<file path="src/rtl/jk_excitation_sequencer_pkg.sv">
// jk_pkg: sequencer state encoding and J/K excitation codes
package jk_pkg;
    typedef enum logic [2:0] {INIT, CHECK, IDLE, APPLY, VERIFY} jk_state_t;
    localparam logic [1:0] JK_HOLD = 2'b00;
    localparam logic [1:0] JK_RST  = 2'b01;
    localparam logic [1:0] JK_SET  = 2'b10;
    localparam logic [1:0] JK_TGL  = 2'b11;
endpackage

</file>
<file path="src/rtl/jk_excitation_sequencer_if.sv">
// jk_excitation_sequencer_if: valid/ready stream of target state words
interface jk_excitation_sequencer_if #(parameter int WIDTH = 4);
    logic             tgt_valid;
    logic             tgt_ready;
    logic [WIDTH-1:0] tgt_data;
    modport master (output tgt_valid, output tgt_data, input tgt_ready);
    modport slave  (input tgt_valid, input tgt_data, output tgt_ready);
endinterface

</file>
<file path="src/rtl/jk_excitation_sequencer_fifo.sv">
// jk_tgt_fifo: synchronous target FIFO with wrap-bit pointers
module jk_tgt_fifo #(
    parameter int WIDTH = 4,
    parameter int DEPTH = 4
) (
    input  logic             clk,
    input  logic             rst_n,
    input  logic             push,
    input  logic [WIDTH-1:0] din,
    input  logic             pop,
    output logic [WIDTH-1:0] dout,
    output logic             full,
    output logic             empty
);
    localparam int AW = $clog2(DEPTH);
    logic [WIDTH-1:0] mem [DEPTH];
    logic [AW:0]      wp, rp;
    assign empty = wp == rp;
    assign full  = (wp[AW] != rp[AW]) && (wp[AW-1:0] == rp[AW-1:0]);
    assign dout  = mem[rp[AW-1:0]];
    // pointer update; pushes on full and pops on empty are dropped
    always_ff @(posedge clk or negedge rst_n)
        if (!rst_n) begin
            wp <= '0;
            rp <= '0;
        end else begin
            if (push && !full) wp <= wp + 1'b1;
            if (pop && !empty) rp <= rp + 1'b1;
        end
    // storage needs no reset: entries are only read after being written
    always_ff @(posedge clk)
        if (push && !full) mem[wp[AW-1:0]] <= din;
endmodule

</file>
<file path="src/rtl/jk_excitation_sequencer.sv">
// jk_excitation_sequencer: turns target words into J/K excitation for an external JK flip-flop bank
module jk_excitation_sequencer
    import jk_pkg::*;
#(
    parameter int WIDTH         = 4,
    parameter int DEPTH         = 4,
    parameter bit PREFER_TOGGLE = 1'b0
) (
    input  logic                     clk,
    input  logic                     rst_n,
    jk_excitation_sequencer_if.slave tgt,
    output logic [WIDTH-1:0]         j,
    output logic [WIDTH-1:0]         k,
    input  logic [WIDTH-1:0]         q_fb,
    output logic                     busy,
    output logic                     step_done,
    output logic                     mismatch
);
    jk_state_t        state, state_nxt;
    logic [WIDTH-1:0] shadow, tgt_r, head, j_nxt, k_nxt, shadow_nxt, tgt_nxt;
    logic             init_go, go_nxt, step_nxt, mis_nxt, full, empty;

    function automatic logic [1:0] jk_code(input logic s, input logic t);
        return (s == t) ? JK_HOLD : PREFER_TOGGLE ? JK_TGL : t ? JK_SET : JK_RST;
    endfunction

    jk_tgt_fifo #(.WIDTH(WIDTH), .DEPTH(DEPTH)) u_fifo (
        .clk   (clk),
        .rst_n (rst_n),
        .push  (tgt.tgt_valid),
        .din   (tgt.tgt_data),
        .pop   (state == IDLE),
        .dout  (head),
        .full  (full),
        .empty (empty)
    );

    assign tgt.tgt_ready = !full;
    assign busy          = (state != IDLE) || !empty;

    // state register
    always_ff @(posedge clk or negedge rst_n)
        if (!rst_n) state <= INIT;
        else        state <= state_nxt;

    // next state; INIT spends one cycle loading k=all-ones, then one cycle driving it
    always_comb begin
        state_nxt = state;
        case (state)
            INIT:    state_nxt = init_go ? CHECK : INIT;
            CHECK:   state_nxt = IDLE;
            IDLE:    state_nxt = empty ? IDLE : APPLY;
            APPLY:   state_nxt = VERIFY;
            VERIFY:  state_nxt = IDLE;
            default: state_nxt = INIT;
        endcase
    end

    // next values of the registered outputs and the shadow/target copies
    always_comb begin
        j_nxt      = '0;
        k_nxt      = '0;
        go_nxt     = init_go;
        shadow_nxt = shadow;
        tgt_nxt    = tgt_r;
        step_nxt   = 1'b0;
        mis_nxt    = mismatch;
        case (state)
            INIT: begin
                go_nxt = 1'b1;
                k_nxt  = init_go ? '0 : '1;
            end
            CHECK: begin
                shadow_nxt = q_fb;
                mis_nxt    = mismatch | (q_fb != '0);
            end
            IDLE: if (!empty) begin
                tgt_nxt = head;
                for (int i = 0; i < WIDTH; i++) {j_nxt[i], k_nxt[i]} = jk_code(shadow[i], head[i]);
            end
            VERIFY: begin
                shadow_nxt = q_fb;
                step_nxt   = q_fb == tgt_r;
                mis_nxt    = mismatch | (q_fb != tgt_r);
            end
            default: ;
        endcase
    end

    // output and datapath registers
    always_ff @(posedge clk or negedge rst_n)
        if (!rst_n) begin
            j         <= '0;
            k         <= '0;
            shadow    <= '0;
            tgt_r     <= '0;
            init_go   <= 1'b0;
            step_done <= 1'b0;
            mismatch  <= 1'b0;
        end else begin
            j         <= j_nxt;
            k         <= k_nxt;
            shadow    <= shadow_nxt;
            tgt_r     <= tgt_nxt;
            init_go   <= go_nxt;
            step_done <= step_nxt;
            mismatch  <= mis_nxt;
        end
endmodule

</file>
<file path="src/flat_wrapper.sv">
// flat-port wrapper written by rule: the top's interface ports become plain ports
module jk_excitation_sequencer_flat import jk_pkg::*;
#(
    parameter int WIDTH         = 4,
    parameter int DEPTH         = 4,
    parameter bit PREFER_TOGGLE = 1'b0
)
  (clk, rst_n, j, k, q_fb, busy, step_done, mismatch, tgt_tgt_valid, tgt_tgt_data, tgt_tgt_ready);
  jk_excitation_sequencer_if #(.WIDTH(WIDTH)) tgt_i ();
  input  logic clk;
  input  logic rst_n;
  output logic [WIDTH-1:0] j;
  output logic [WIDTH-1:0] k;
  input  logic [WIDTH-1:0] q_fb;
  output logic busy;
  output logic step_done;
  output logic mismatch;
  input wire logic [$bits(tgt_i.tgt_valid)-1:0] tgt_tgt_valid;
  input wire logic [$bits(tgt_i.tgt_data)-1:0] tgt_tgt_data;
  output wire logic [$bits(tgt_i.tgt_ready)-1:0] tgt_tgt_ready;
  assign tgt_i.tgt_valid = tgt_tgt_valid;
  assign tgt_i.tgt_data = tgt_tgt_data;
  assign tgt_tgt_ready = tgt_i.tgt_ready;
  jk_excitation_sequencer #(.WIDTH(WIDTH), .DEPTH(DEPTH), .PREFER_TOGGLE(PREFER_TOGGLE)) u_core (.clk(clk), .rst_n(rst_n), .tgt(tgt_i), .j(j), .k(k), .q_fb(q_fb), .busy(busy), .step_done(step_done), .mismatch(mismatch));
endmodule
</file>
<file path="config.mk">
export PLATFORM = sky130hd
export DESIGN_NAME = jk_excitation_sequencer_flat
export DESIGN_NICKNAME = d
export VERILOG_FILES = /design/src/rtl/jk_excitation_sequencer_pkg.sv /design/src/rtl/jk_excitation_sequencer_if.sv /design/src/rtl/jk_excitation_sequencer_fifo.sv /design/src/rtl/jk_excitation_sequencer.sv /design/src/flat_wrapper.sv
export SDC_FILE = /design/constraint.sdc
export NUM_CORES = 1
export LEC_CHECK = 0
export ABC_CLOCK_PERIOD_IN_PS = 2000
export CELL_PAD_IN_SITES_DETAIL_PLACEMENT = 1
export CELL_PAD_IN_SITES_GLOBAL_PLACEMENT = 2
export CORE_MARGIN = 8
export CORE_UTILIZATION = 38
export CTS_CLUSTER_SIZE = 16
export DETAILED_ROUTE_END_ITERATION = 6
export GPL_TIMING_DRIVEN = 0
export PLACE_DENSITY_LB_ADDON = 0.1
export SYNTH_ARGS = -nofsm -noshare
export SYNTH_HDL_FRONTEND = slang
export SYNTH_SLANG_ARGS = --single-unit
</file>
<file path="constraint.sdc">
create_clock -name clk -period 2 [get_ports clk]
set_input_delay 0.4 -clock clk [delete_from_list [all_inputs] [get_ports clk]]
set_output_delay 0.4 -clock clk [all_outputs]
set_load 0.03 [all_outputs]
</file>
==> summary.md <==
| Metric | Value |
|---|---|
| Core Area | `0.00475 sq mm` |
| Worst Tran Pin Value | `626 ps` |
| Starting Density | `39.4%` |
| ANT nets after route | `0` |
| Total power | `3.77 mW` |
| Worst Path Required | `1600 ps` |
| CP Class | `flop to primary output` |
| GRT Overall Usage | `11.4%` |
| Area of the multi-input gates | `664 sq um` |
| DRT iter0 DRCs | `29` |
| Vias in the first global route | `1240` |
| NetSw | `1.35 mW` |
| Avg Cell Area, Syn | `14.5 sq um` |
| CTS Buf Count | `5` |
| Largest net degree at the start of global routing | `29` |
| Worst-path clk slew | `90 ps` |
| Fraction of layout instances using a drive strength above 1 | `26.5%` |
| Clock root buffer | `clkbuf_8` |
| IO Port Bufs | `22` |
| Crit path capture type | `primary output` |
| Slew Limit Headroom | `58.3%` |
| Max-cap violation count | `0` |
| Clk network pwr share | `18.4%` |
| Chip height | `86.2 microns` |
| CP startpoint kind | `flop` |
| Yosys cell types | `31` |
| N_diodes | `0` |
| Die footprint | `0.00744 sq mm` |
| Layout Skew | `3.44 ps` |
| WL final | `3800 microns` |
| Post-synth net total | `145` |
| Setup violations, final | `0` |
| First-pass GRT wire length | `6450 microns` |
| IO Count | `23` |
| RSZ-0062 raised after global routing | `false` |
| Max VDD drop | `0.000636 V` |
| Gate power share | `42.3%` |
| Register area share after synthesis | `63.0%` |
| Lkg Pwr | `0.973 nW` |
| Synthesis-to-layout area growth | `26.0%` |
| Post-cts hold buffer count | `0` |
| Final slew viol count | `0` |
| TritonRoute pass-1 iters | `4` |
| Placed instance count | `218` |
| Period utilization | `96.1%` |
| Cell area after placement | `0.00218 sq mm` |
| CP max FO | `6` |
| DR vias/cell | `4.70` |
| Register area | `0.00118 sq mm` |
| Status | `completed` |
| Finished Layout Cells | `229` |
| Final HPWL DP | `2820 microns` |
| Global route overflow | `0` |
| Tmin final | `1920 ps` |
| Max Freq | `520 MHz` |
| CTS tree | `built` |
| Pint | `2.42 mW` |
| GPL Wtd Cong | `0.691` |
| CTS H-Tree Depth | `2` |
| Sequential Power Share | `39.3%` |
| Num rows | `25` |
| Pwr Density | `1600 mW/mm^2` |
| Initial antenna violation count | `0` |
| Critical Path AT | `1520 ps` |
| Synth Register Bits | `44` |
| Clock Sinks | `44` |
| Chip width | `86.2 microns` |
| Latest clock arrival within the worst-skew pair | `300 ps` |
| Post-Syn Instances | `129` |
| DR WL/cell | `16.6 microns` |
| Synthesized cell area | `0.00187 sq mm` |
| Final instance area | `0.00236 sq mm` |
| Synth warn | `0` |
| Sw Ratio | `35.9%` |
| Remaining DRCs | `0` |
| Via count | `1077` |
| Fill cells | `473` |
| Final worst slack | `78.7 ps` |
| Pre-CTS setup slack | `-277 ps` |
| Clock tree buffer depth | `2` |
| Post-layout net count | `177` |
| Final Hold Violating Endpoints | `0` |
| Worst hold path type | `primary input to async pin` |
synthesized netlist by cell type:
library cell  count  area [sq um]
xor2_1            5          43.8
mux4_2            4          90.1
buf_6             3          33.8
o41ai_1           1          8.76
a21oi_1           1          5.00
nand2_4           1          11.3
nand3b_1          1          7.51
dfrtp_1          28           701
nor3b_1           1          7.51
a2111oi_4         1          27.5
xnor2_2           1          16.3
mux2_2            6          67.6
buf_4             2          15.0
inv_1             7          26.3
nand2b_1          1          6.26
nor3_1            1          5.00
o21ai_0           5          25.0
or2_2             1          6.26
ha_1              5          62.6
nor2_1            7          26.3
or3b_1            1          8.76
a31oi_2           1          12.5
o31ai_1           4          30.0
and3b_2           1          10.0
nand3_1           1          5.00
or4_1             1          7.51
nor4_1            1          6.26
edfxtp_1         16           480
nand2_1          10          37.5
xnor2_1           6          52.6
and3_1            5          31.3
repair_timing:
item	4_1_cts	5_1_grt
gates resized for setup	20	0
setup buffers	2	2
pin swaps	2	1
setup endpoints to repair	2	1
cell type report:
| cell class | count | share of cell area, % |
|---|---|---|
| inverters | 7 | 1.11 |
| flip-flops and latches | 44 | 50.1 |
| clock inverters | 3 | 1.96 |
| repair buffers | 26 | 10.5 |
| plain buffers | 4 | 1.75 |
| clock buffers | 5 | 2.91 |
| well taps | 67 | 3.55 |
| multi-input cells | 73 | 28.1 |
kinds of logic after synthesis:
kind of cell | after synthesis | share of synthesized area, %
flip-flops | 44 | 63.0
multiplexers | 10 | 8.41
AND/OR/NAND/NOR | 33 | 9.41
buffers and inverters | 12 | 4.01
adder cells (fa/ha/maj) | 5 | 3.34
AO/OA/AOI/OAI | 13 | 5.81
XOR/XNOR | 12 | 6.01
per-stage QoR:
step / hold WS [ps] / util (%) / TNS [ps]
6_report: 108 / 49.7 / 0
3_3_place_gp: 433 / 45.8 / -378
4_1_cts: 455 / 49.7 / 0
2_1_floorplan: 104 / - / 0
3_5_place_dp: 441 / 45.8 / -389
5_1_grt: 159 / 49.7 / 0
state kept, by name (all words and copies together) (netlist names), 3 cells and up:
signal             cells
u_core.k               4
u_core.u_fifo.rp       3
u_core.state           3
u_core.u_fifo.wp       3
u_core.shadow          4
u_core.j               4
u_core.u_fifo.mem     16
u_core.tgt_r           4
power by group through the flow:
stage / Clock (mW) / Combinational [mW] / Sequential, mW
global placement: 0 / 1.45 / 1.46
detailed placement: 0 / 1.49 / 1.47
CTS: 0.717 / 1.64 / 1.49
floorplan: 0 / 1.01 / 1.50
finish: 0.694 / 1.60 / 1.48
global route: 0.754 / 1.77 / 1.52
worst max-delay path: stages (launching register included):
cell	delay, ps
dfrtp_1	410
buf_6	140
xnor2_4	180
and3_4	280
nand2_2	60
buf_6	150
cells in the final DEF, fill, tap and decap left out, types with 2 or more instances in the layout:
cell and count:
dfrtp_1 26, clkdlybuf4s50_1 19, edfxtp_1 16, nand2_1 9, nor2_1 7, inv_1 7, mux2_2 6, buf_4 5
o21ai_0 5, xor2_1 5, ha_1 5, clkbuf_8 5, buf_6 4, mux4_2 4, o31ai_1 4, and3_1 4
xnor2_2 3, xnor2_1 3, dfrtp_2 2
routing by layer:
layer | wire length, microns | part of all wire [%] | track usage [%]
met1 | 1520 | 40 | 12.0
met2 | 1970 | 52 | 20.2
met3 | 255 | 6.7 | 4.16
met4 | 53 | 1.4 | 4.23
met5 | 0 | 0 | 0
path summary, 6_finish.rpt:
check,from,end,slack (ps),depth (start not counted)
max in group asynchronous,rst_n,u_core.u_fifo.rp[1]$_DFFE_PN0P_,1450,1
hold / removal,rst_n,u_core.state[2]$_DFF_PN0_,110,1
setup reg to reg,u_core.u_fifo.rp[2]$_DFFE_PN0P_,u_core.u_fifo.mem[3][0]$_DFFE_PP_,360,4
min in group clk,u_core.shadow[3]$_DFFE_PN0N_,u_core.j[3]$_DFF_PN0_,450,1
hold reg to reg,u_core.shadow[3]$_DFFE_PN0N_,u_core.j[3]$_DFF_PN0_,450,1
setup / recovery,u_core.u_fifo.rp[0]$_DFFE_PN0P_,busy,80,5
(Power assumes the default switching activity.)
